[config.mk]
export PLATFORM = sky130hd
export DESIGN_NAME = mul_ctrl
export DESIGN_NICKNAME = d
export VERILOG_FILES = /design/src/rtl/mul_ctrl.sv
export SDC_FILE = /design/constraint.sdc
export NUM_CORES = 1
export LEC_CHECK = 0
export BUFFER_PORTS_ARGS = -buffer_cell sky130_fd_sc_hd__buf_2
export CORE_AREA = 2 2 184 186
export DETAILED_ROUTE_END_ITERATION = 8
export DIE_AREA = 0 0 186 188
export PLACE_DENSITY = 0.54
export SLEW_MARGIN = 20
export SYNTH_ARGS = -nofsm -noshare
export SYNTH_HDL_FRONTEND = slang
export SYNTH_SLANG_ARGS = --single-unit
[constraint.sdc]
create_clock -name clk -period 1.52 [get_ports clk]
set_input_delay 0.076 -clock clk [delete_from_list [all_inputs] [get_ports clk]]
set_output_delay 0.076 -clock clk [all_outputs]
set_load 0.05 [all_outputs]
[src/rtl/mul_ctrl.sv]
// mul_ctrl: sequences one RV64M multiply at a time through the 8-cycle
// multiplier. Operands are latched on accept and held until the result
// returns. The selected half is then offered on a valid/ready response port.
//
// Optional build macro: MUL_RESULT_REUSE_EN
//   When defined, the last stored product {rs1, rs2, signedness, hi, lo} is
//   kept. A matching non-MULW request is answered from it in one cycle,
//   without launching the multiplier.
//
// state | meaning
// IDLE  | waiting for a request
// ISSUE | one-cycle launch pulse to the multiplier
// WAIT  | operands held, waiting for the result strobe
// RESP  | result offered until the consumer takes it
module mul_ctrl #(
  parameter int XLEN  = 64,
  parameter int TAG_W = 5
) (
  input  logic             clk,
  input  logic             rst_n,
  input  logic             flush,
  input  logic             req_valid,
  output logic             req_ready,
  input  logic [2:0]       req_op,
  input  logic [XLEN-1:0]  req_rs1,
  input  logic [XLEN-1:0]  req_rs2,
  input  logic [TAG_W-1:0] req_tag,
  output logic             resp_valid,
  input  logic             resp_ready,
  output logic [XLEN-1:0]  resp_data,
  output logic [TAG_W-1:0] resp_tag,
  output logic             busy,
  output logic             mul_valid,
  output logic             mul_flush,
  output logic             mul_mulw,
  output logic [1:0]       mul_signed,
  output logic [XLEN-1:0]  mul_a,
  output logic [XLEN-1:0]  mul_b,
  input  logic             mul_out_ready,
  input  logic             mul_out_valid,
  input  logic [XLEN-1:0]  mul_hi,
  input  logic [XLEN-1:0]  mul_lo
);

  typedef enum logic [1:0] {IDLE, ISSUE, WAIT, RESP} state_t;

  state_t state, state_nxt;

  logic [XLEN-1:0]  rs1_q, rs2_q, res_q;
  logic [TAG_W-1:0] tag_q;
  logic [1:0]       sgn_q;
  logic             mulw_q;
  logic             hi_q;

  logic [1:0]       req_sgn;
  logic             req_mulw;
  logic             req_hi;
  logic             accept;
  logic             capture;
  logic             hit;
  logic [XLEN-1:0]  hit_data;
  logic [XLEN-1:0]  sel_result;

  // Decode the request op into multiplier mode and result half.
  // Undefined op encodings behave as MUL.
  always_comb begin
    req_sgn  = 2'b11;
    req_mulw = 1'b0;
    req_hi   = 1'b0;
    case (req_op)
      3'b001: req_hi = 1'b1;
      3'b010: begin req_sgn = 2'b10; req_hi = 1'b1; end
      3'b011: begin req_sgn = 2'b00; req_hi = 1'b1; end
      3'b100: req_mulw = 1'b1;
      default: ;
    endcase
  end

  assign req_ready = (state == IDLE) & mul_out_ready & ~flush;
  assign accept    = req_valid & req_ready;
  assign capture   = (state == WAIT) & mul_out_valid & ~flush;

  // For MULW, only the low 32 bits of the product are used. They do not
  // depend on the upper operand bits, so garbage in those bits is harmless.
  assign sel_result = hi_q   ? mul_hi :
                      mulw_q ? {{(XLEN-32){mul_lo[31]}}, mul_lo[31:0]} :
                               mul_lo;

`ifdef MUL_RESULT_REUSE_EN
  logic            c_valid;
  logic [XLEN-1:0] c_rs1, c_rs2, c_hi, c_lo;
  logic [1:0]      c_sgn;

  assign hit = c_valid & ~req_mulw & (req_rs1 == c_rs1) &
               (req_rs2 == c_rs2) & (req_sgn == c_sgn);
  assign hit_data = req_hi ? c_hi : c_lo;

  // Remember the last non-MULW product. A flush invalidates it.
  always_ff @(posedge clk or negedge rst_n) begin
    if (!rst_n) begin
      c_valid <= 1'b0;
      c_rs1   <= '0;
      c_rs2   <= '0;
      c_hi    <= '0;
      c_lo    <= '0;
      c_sgn   <= 2'b00;
    end else if (flush) begin
      c_valid <= 1'b0;
    end else if (capture && !mulw_q) begin
      c_valid <= 1'b1;
      c_rs1   <= rs1_q;
      c_rs2   <= rs2_q;
      c_hi    <= mul_hi;
      c_lo    <= mul_lo;
      c_sgn   <= sgn_q;
    end
  end
`else
  assign hit      = 1'b0;
  assign hit_data = '0;
`endif

  // State register.
  always_ff @(posedge clk or negedge rst_n) begin
    if (!rst_n) state <= IDLE;
    else        state <= state_nxt;
  end

  // Next-state logic plus the launch and response strobes.
  // A flush overrides every transition.
  always_comb begin
    state_nxt  = state;
    mul_valid  = 1'b0;
    resp_valid = 1'b0;
    case (state)
      IDLE:  if (accept) state_nxt = hit ? RESP : ISSUE;
      ISSUE: begin
        mul_valid = 1'b1;
        state_nxt = WAIT;
      end
      WAIT:  if (mul_out_valid) state_nxt = RESP;
      RESP: begin
        resp_valid = 1'b1;
        if (resp_ready) state_nxt = IDLE;
      end
      default: state_nxt = IDLE;
    endcase
    if (flush) begin
      state_nxt  = IDLE;
      mul_valid  = 1'b0;
      resp_valid = 1'b0;
    end
  end

  // Operand, mode and tag latch on accept; result capture from the multiplier.
  always_ff @(posedge clk or negedge rst_n) begin
    if (!rst_n) begin
      rs1_q  <= '0;
      rs2_q  <= '0;
      res_q  <= '0;
      tag_q  <= '0;
      sgn_q  <= 2'b00;
      mulw_q <= 1'b0;
      hi_q   <= 1'b0;
    end else begin
      if (accept) begin
        rs1_q  <= req_rs1;
        rs2_q  <= req_rs2;
        tag_q  <= req_tag;
        sgn_q  <= req_sgn;
        mulw_q <= req_mulw;
        hi_q   <= req_hi;
        if (hit) res_q <= hit_data;
      end
      if (capture) res_q <= sel_result;
    end
  end

  assign mul_a      = rs1_q;
  assign mul_b      = rs2_q;
  assign mul_signed = sgn_q;
  assign mul_mulw   = mulw_q;
  assign mul_flush  = flush;
  assign resp_data  = res_q;
  assign resp_tag   = tag_q;
  assign busy       = (state != IDLE);

endmodule

==> Yosys cells after proc, flatten, opt, wreduce, memory -nomap -nowiden <==
Cells that the tools add are included.
{ "word_totals": {"regBits": 203, "out_inout_bits": 205} }
{ "op_classes": {"eq_ne": 10, "mux": 14, "bitwise": 6, "n_reduce_logical": 4} }
{ "ops": {"columns": ["cell", "count"], "rows": [
  ["$mux W64", 2],
  ["$ne A3 B3 Y1 const B", 3],
  ["$mux W2", 4],
  ["$pmux W2 S4", 1],
  ["$eq A3 B2 Y1 const B", 2],
  ["$mux W1", 6],
  ["$and A1 B1 Y1", 5],
  ["$eq A2 B2 Y1 const B", 2],
  ["$pmux W2 S2", 1],
  ["$eq A3 B1 Y1 const B", 1],
  ["$eq A3 B3 Y1 const B", 1],
  ["$reduce_and A3 Y1", 1],
  ["$reduce_or A3 Y1", 1],
  ["$eq A2 B1 Y1 const B", 1],
  ["$logic_not A2 Y1", 1],
  ["$reduce_bool A2 Y1", 1],
  ["$not A1 Y1", 1]
]} }

==> Longest topological paths before layout <==
Gate-level depths: netlist of the first run.
{ "logic_depth": {"depth_word": 7, "depth_mapped": 7, "depth_no_buf": 5} }

==> Worst setup path after synthesis of the first run <==
OpenSTA, ideal clock, no wires.
{ "synth_path": {"path_type": "reg-to-reg", "start": "register mulw_q, in the netlist mul_mulw", "end": "register res_q[34], in the netlist resp_data[34]", "setup_time_ns": 0.125, "arrival_ns": 1.637, "required_ns": 1.395, "path_slack_ns": -0.242, "path_stages_with_launch": 6, "path_buffers": 2, "period_less_slack_ns": 1.762, "path_cell_list": "dfrtp_1 -> buf_2 -> buf_2 -> mux2i_1 -> o21ai_0 -> mux2_2"} }
{ "synth_between": {"elab_chain_cells": 2} }
{ "synth_lines": {"columns": ["element", "line_no", "source"], "rows": [
  ["start, declared", "52", "logic mulw_q;"],
  ["start signal, assigned", "171", "mulw_q <= req_mulw;"],
  ["$mux W64", "86", "mulw_q ? {{(XLEN-32){mul_lo[31]}}, mul_lo[31:0]} :"],
  ["$mux W64", "85", "assign sel_result = hi_q ? mul_hi :"],
  ["end signal, assigned", "173", "if (hit) res_q <= hit_data;"],
  ["end signal, assigned", "175", "if (capture) res_q <= sel_result;"],
  ["end, declared", "49", "logic [XLEN-1:0] rs1_q, rs2_q, res_q;"]
]} }
Every way passes these cells.
A chain may end at the register's enable or synchronous reset.

==> Worst setup path after layout of the first run <==
{ "layout_path": {"start": "register state[1]", "end": "register rs2_q[5], in the netlist mul_b[5]"} }
{ "layout_between": {"elab_chain_cells": 4} }
{ "layout_lines": {"columns": ["element", "line_no", "source"], "rows": [
  ["start, declared", "47", "state_t state, state_nxt;"],
  ["start signal, assigned", "126", "else state <= state_nxt;"],
  ["$logic_not A2 Y1", "79", "assign req_ready = (state == IDLE) & mul_out_ready & ~flush;"],
  ["$and A1 B1 Y1 (2 in a row)", "79", null],
  ["$and A1 B1 Y1", "80", "assign accept = req_valid & req_ready;"],
  ["end signal, assigned", "168", "rs2_q <= req_rs2;"],
  ["end, declared", "49", null]
]} }
Every way passes these cells.

==> impl_results.md, run 1 <==
- Layout Nets: 1682
- Share of layout cells above drive strength 1: 53.5%
- Failing checks: setup timing
- Core outline area: 33100 sq um
- Die area: 35000 sq um
- Max-Cap Viols: 0
- Crit end category: flip-flop
- Width of the chip: 186 um
- WP data arrival: 2060 ps
- Power per cell area: 2110 nW/um^2
- Die Span Y: 188 um
- Syn Inst Count: 637
- Post-route DRC: 0
- H-tree Lvls: 1
- WHS Endpoint: resp_data[57]
- Period utilization: 110%
- Pre-CTS WS: -61.8 ps
- CP startpoint kind: flip-flop
- HPWL reported at the end of detailed placement: 20.1 mm
- Register share of total power: 28.4%
- Post-DP Area: 11900 sq um
- Hold Fails Final Rpt: 0
- Least-Margin Pin Slew: 382 ps
- Antenna violations before repair: 0
- Most common cell after layout, fill and taps aside: buf_2
- I/O Buffers: 475
- Critical path required time: 1910 ps
- WS Path Type: flip-flop to flip-flop
- Pin count of the biggest net entering global routing: 45
- Site Rows: 67
- Initial core utilization: 25.9%
- Crit path cell chain: inv_2 -> ha_4 -> buf_6 -> nand4b_4 -> buf_12 -> buf_16 -> mux2_2
- Cell variety after synth: 22
- Detailed Routing Iterations Pass 1: 4
- Number of top-level pins: 476
- GRT overflow: 0
- Worst r2r src: state[1]
- Initial DRC count: 137
- Tmin final: 1670 ps
- RSZ-0062 raised after global routing: yes
- Gr usage total: 15.9%
- Area grow syn2layout: 83.0%
- Clock transition at the registers of the reported paths: 60 ps
- Hold path start: mul_hi[57]
- Vias in the first global route: 8659
- Fin area: 15700 sq um
- Clk network pwr share: 17.4%
- Crit-path slowest cell: dfrtp_1
- Inserted Clock Buffers: 23
- Setup violators final: 197
- Fraction of the yosys area taken by sequential cells: 59.3%
- Warnings, synthesis: 0
- CP max FO: 22
- Clk_skew: 9.02 ps
- Max Slew Vio Count: 0
- Vias post-DR: 7989
- Drt via density: 4.27
- Synth Net Count: 912
- Mean Syn Cell Area: 13.5 sq um
- Clock sinks: 203
- Logic pwr share: 54.3%
- DRT Wirelength: 30.3 mm
- P_int: 16800 uW
- Total net switching power: 16200 uW
- Sw Ratio: 49.1%
- Status: finished with violations
- Later-pin clock latency in the skew report: 510 ps
- Clock buffer depth: 3
- CTS tree: built
- Synth Register Bits: 203
- Setup slack after layout: -154 ps
- Global-route wire length before repair: 44.0 mm
- Final RePlAce weighted congestion: 0.762
- Leakage: 0.00781 uW
- Maximum VDD drop: 0.00189 V
- R2R depth: 7
- Routed Antenna Nets: 0
- WL/cell: 16.2 um
- Root buf cell: clkbuf_16
- Diode count: 0
- Post-Synthesis Cell Area: 8570 sq um
- R2r setup slk: -150 ps
- Hold Path Stages: 4
- Fmax: 597 MHz
- Most frequent cells in the layout: buf_2, dlygate4sd3_1, dfrtp_1, mux2_2, nand2_1
- Post-layout util: 47.3%
- Rel. slew slack: 74.6%
- R2r endpoint: mul_b[5]
- Hold/Removal Path Class: input pin to flip-flop
- Slowest cell delay on critical path: 370 ps
- PnR Total Power: 33100 uW
[critical path: cells and delay by family, from the launching register on]
kind | cells | cell delay [ps]
adders and majority gates | 1 | 160
buffers and inverters | 4 | 550
DFF | 1 | 370
muxes | 1 | 350
and+or+nand+nor | 1 | 90
[state kept, by name (all words and copies together) (netlist names)]
signal      cells
hi_q            1
mul_a          64
mul_b          64
mul_mulw        1
mul_signed      2
resp_data      64
resp_tag        5
state           2
[power by group through the flow]
stage                     sequential [uW]  clock [uW]  combinational [uW]
final                                9380        5740               17900
after global placement               9310           0               16800
after floorplan                     18000           0                3540
after detailed placement             9390           0               16900
after CTS                            9350        5920               17700
after global routing                 9700        6190               18700
[cells in the mapped netlist (all sizes together)]
cell type	count	area (sq um)
buf	30	150
nand4b	1	23.8
mux2i	65	651
o21ai	66	330
mux2	165	1860
nor2	2	7.51
clkbuf	15	56.3
ha	4	50.1
a21o	1	7.51
nand3b	1	7.51
nor2b	4	25.0
o31ai	1	7.51
a211oi	1	7.51
dfrtp	203	5080
nor3	1	5.00
nand2	69	259
a21oi	1	5.00
inv	4	15.0
a221o	1	10.0
nand2b	2	12.5
[how the worst max path moves through the flow]
| stage | from | endpoint | slack [ps] | cells after the start |
|---|---|---|---|---|
| 2_1_floorplan | mul_mulw | resp_data[34] | 4 | 5 |
| 3_3_place_gp | state[1] | resp_tag[0] | -40 | 6 |
| 3_5_place_dp | state[1] | mul_b[21] | -60 | 6 |
| 4_1_cts | state[1] | resp_data[62] | -160 | 7 |
| 5_1_grt | state[0] | mul_b[43] | -230 | 7 |
| 6_report | state[1] | mul_b[5] | -150 | 7 |
[what timing repair did]
| action | in CTS | in global routing |
|---|---|---|
| endpoints found under the setup margin | 188 | 208 |
| gates cloned | 2 | 8 |
| pin swaps | 2 | 2 |
| setup buffers | 6 | 1 |
| hold buffers | 247 | 0 |
| gates resized for setup | 39 | 47 |
| endpoints found under the hold margin | 405 | 0 |
[per-stage QoR]
step                      hold slack [ps]  TNS, ps  std cells
after floorplan                      -220        0        637
after global routing                 40.5   -34160       1871
after global placement               46.5    -1940       1567
after CTS                            5.50   -19150       1863
after detailed placement             46.3    -4290       1567
final                                27.6   -17930       1871
[kinds of logic (layout without fill, tap and decap cells)]
logic type	count (synthesis)	count (layout)	synth area share (%)
muxes	230	230	29.3
buffers and inverters	49	835	2.58
and+or+nand+nor	80	80	3.97
DFF	203	203	59.3
adders and majority gates	4	4	0.584
AOI/OAI and AO/OA	71	71	4.29
[metal layers]
layer  wire, um  vias up  global-route usage (%)
li1           -     3768                       -
met1      11100     3774                    16.2
met2      15300      376                    29.6
met3       2680       71                    4.84
met4       1200        0                    7.12
met5          0        -                       0
[cell type report]
class                   count  area, sq um
inverters                   4         15.0
clock inverters            12          144
well taps                 448          561
flip-flops and latches    203         5080
multi-input cells         385         3410
clock buffers              29          638
repair buffers            790         5830
fillers                  2886        17400
Note: power is estimated with default switching activity, not from simulation.
==> run 2, diff against run 1 <==
--- a/config.mk
+++ b/config.mk
@@ -6,10 +6,10 @@
 export NUM_CORES = 1
 export LEC_CHECK = 0
 export BUFFER_PORTS_ARGS = -buffer_cell sky130_fd_sc_hd__buf_2
-export CORE_AREA = 2 2 184 186
+export CORE_AREA = 3 3 185 187
 export DETAILED_ROUTE_END_ITERATION = 8
-export DIE_AREA = 0 0 186 188
-export PLACE_DENSITY = 0.54
+export DIE_AREA = 0 0 188 190
+export PLACE_DENSITY = 0.52
 export SLEW_MARGIN = 20
 export SYNTH_ARGS = -nofsm -noshare
 export SYNTH_HDL_FRONTEND = slang
==> constraint.sdc (replaced) <==
create_clock -name clk -period 1.7 [get_ports clk]
set_input_delay 0.085 -clock clk [delete_from_list [all_inputs] [get_ports clk]]
set_output_delay 0.085 -clock clk [all_outputs]
set_load 0.05 [all_outputs]
==> impl_results.md, run 2 (same netlist as run 1, synthesis figures left out) <==
- Final RePlAce weighted congestion: 0.818 (+7.3%)
- Hold Fails Final Rpt: 0 (unchanged)
- WP data arrival: 2110 ps (+50 ps)
- Max Slew Vio Count: 0 (unchanged)
- Post-layout util: 47.5% (+0.16 points)
- Period utilization: 99.0% (-11 points)
- Root buf cell: clkbuf_16
- WHS Endpoint: resp_data[51]
- Fillers: 2920 (+1.2%)
- Site Rows: 66 (-1.5%)
- Vias post-DR: 7930 (-0.74%)
- Maximum VDD drop: 0.00120 V (-36%)
- Share of layout cells above drive strength 1: 53.1% (-0.35 points)
- Setup violators final: 0 (-100%)
- Detailed Routing Iterations Pass 1: 6 (+2)
- Sum Neg Setup Slack: 0 ps (+17930 ps)
- Later-pin clock latency in the skew report: 500 ps (about the same)
- Die Span Y: 190 um (+1.1%)
- Clock transition at the registers of the reported paths: 60 ps (about the same)
- Routed Antenna Nets: 0 (unchanged)
- I/O Buffers: 475 (unchanged)
- Width of the chip: 188 um (+1.1%)
- Worst r2r src: state[0]
- Least-Margin Pin Slew: 470 ps (+88.3 ps)
- Global-route wire length before repair: 47.7 mm (+8.5%)
- Rel. slew slack: 68.7% (-5.9 points)
- Vias in the first global route: 8740 (+0.94%)
- CTS tree: built
- RSZ-0062 raised after global routing: yes
- Gr usage total: 16.6% (+0.64 points)
- Initial core utilization: 26.3% (+0.39 points)
- R2r endpoint: state[0]
- H-tree Lvls: 1 (unchanged)
- Most common cell after layout, fill and taps aside: buf_2
- Die area: 35700 sq um (+2.2%)
- Hold path start: mul_hi[51]
- Status: finished, final reports clean
- Hold/Removal Path Class: input pin to flip-flop
- Tmin final: 1680 ps (+9.20 ps)
- Core outline area: 32600 sq um (-1.5%)
- Number of top-level pins: 476 (unchanged)
- Crit end category: flip-flop
- PnR Total Power: 29400 uW (-11%)
- Most frequent cells in the layout: buf_2, dlygate4sd3_1, dfrtp_1, mux2_2, nand2_1
- CP startpoint kind: flip-flop
- R2r setup slk: 20 ps (+170 ps)
- Pin count of the biggest net entering global routing: 52 (+16%)
- Layout Nets: 1665 (-1.0%)
- Area grow syn2layout: 80.9%
- Hold Path Stages: 4 (unchanged)
- HPWL reported at the end of detailed placement: 21.1 mm (+4.9%)
- CP max FO: 3 (-86%)
- R2R depth: 7 (unchanged)
- DRT Wirelength: 31.9 mm (+5.5%)
- GRT overflow: 0 (unchanged)
- Clock sinks: 203 (unchanged)
- Leakage: 0.00770 uW (-1.4%)
- Drt via density: 4.28 (+0.28%)
- Inserted Clock Buffers: 24 (+4.3%)
- Hold WS: 0.294 ps (-27.3 ps)
- Critical path required time: 2120 ps (+210 ps)
- Clock buffer depth: 3 (unchanged)
- Initial DRC count: 273 (+99%)
- Post-route DRC: 0 (unchanged)
- Power per cell area: 1900 nW/um^2 (-9.9%)
- Clk_skew: 10.2 ps (+1.15 ps)
- Fmax: 594 MHz (-0.55%)
- Final Non-Filler Cells: 1852 (-1.0%)
- Max-Cap Viols: 0 (unchanged)
- WL/cell: 17.2 um (+6.6%)
- Antenna violations before repair: 2 (+2)
- Placed cells: 1549 (-1.1%)
- WS Path Type: flip-flop to flip-flop
run 2: cell types whose count changed in the layout (fill, tap and decap cells not counted), moves of 5 or more:
cell and change:
buf_12 -5, buf_4 -15, buf_6 +10, clkbuf_1 +6
dlygate4sd3_1 -10, o21ai_0 +10, o21ai_1 -8
run 2: cell type report:
| class | instances | area, sq um | share of cell area, % |
|---|---|---|---|
| repair buffers | 771 | 5610 | 36.2 |
| flip-flops and latches | 203 | 5080 | 32.8 |
| multi-input cells | 386 | 3430 | 22.1 |
| clock buffers | 37 | 711 | 4.59 |
| well taps | 442 | 553 | 3.57 |
| clock inverters | 7 | 85.1 | 0.549 |
| inverters | 4 | 15.0 | 0.0969 |
| diodes | 2 | 5.00 | 0.0323 |
run 2: per-stage QoR:
step           setup slack (ps)  area [sq um]
2_1_floorplan              48.8          8570
3_3_place_gp               64.3         11700
3_5_place_dp               38.3         11700
4_1_cts                   -43.5         15000
5_1_grt                   -45.6         15500
6_report                   17.0         15500
run 2: per-layer routing:
layer,share of wire [%],up-vias,global-route usage (%)
li1,-,3732,-
met3,8.1,82,5.03
met1,38,3731,18.4
met5,0,-,0
met2,49,385,29.3
met4,4.3,0,7.47
run 2: power by group:
| part | switching (uW) | internal [uW] | total, uW |
|---|---|---|---|
| clock network | 1940 | 3170 | 5110 |
| logic | 11300 | 4760 | 16100 |
| registers | 1190 | 7090 | 8280 |
| total | 14400 | 15000 | 29400 |
run 2: worst max-delay path, stage by stage, from the launching register on:
cell and delay (ps):
dfrtp_1 400, inv_2 120, ha_4 160, buf_6 110, nand4b_4 120, buf_12 160, a221o_1 350, a211oi_2 170
run 2: how the worst max path moves through the flow:
| stage | startpoint | to | slack [ps] | depth (start not counted) |
|---|---|---|---|---|
| 3_5_place_dp | state[1] | mul_b[46] | 40 | 5 |
| 3_3_place_gp | state[1] | mul_b[43] | 60 | 5 |
| 2_1_floorplan | state[0] | state[0] | 50 | 6 |
| 6_report | state[0] | state[0] | 20 | 7 |
| 5_1_grt | state[0] | req_ready | -50 | 6 |
| 4_1_cts | state[1] | mul_b[46] | -40 | 6 |
run 2: repair_timing:
action                                  CTS  global route
gates cloned                              1            12
gates resized for setup                  18            56
pin swaps                                 3             5
endpoints found under the setup margin    4           191
hold buffers                            237             0
hold endpoints to repair                381             0
setup buffers                             4             3
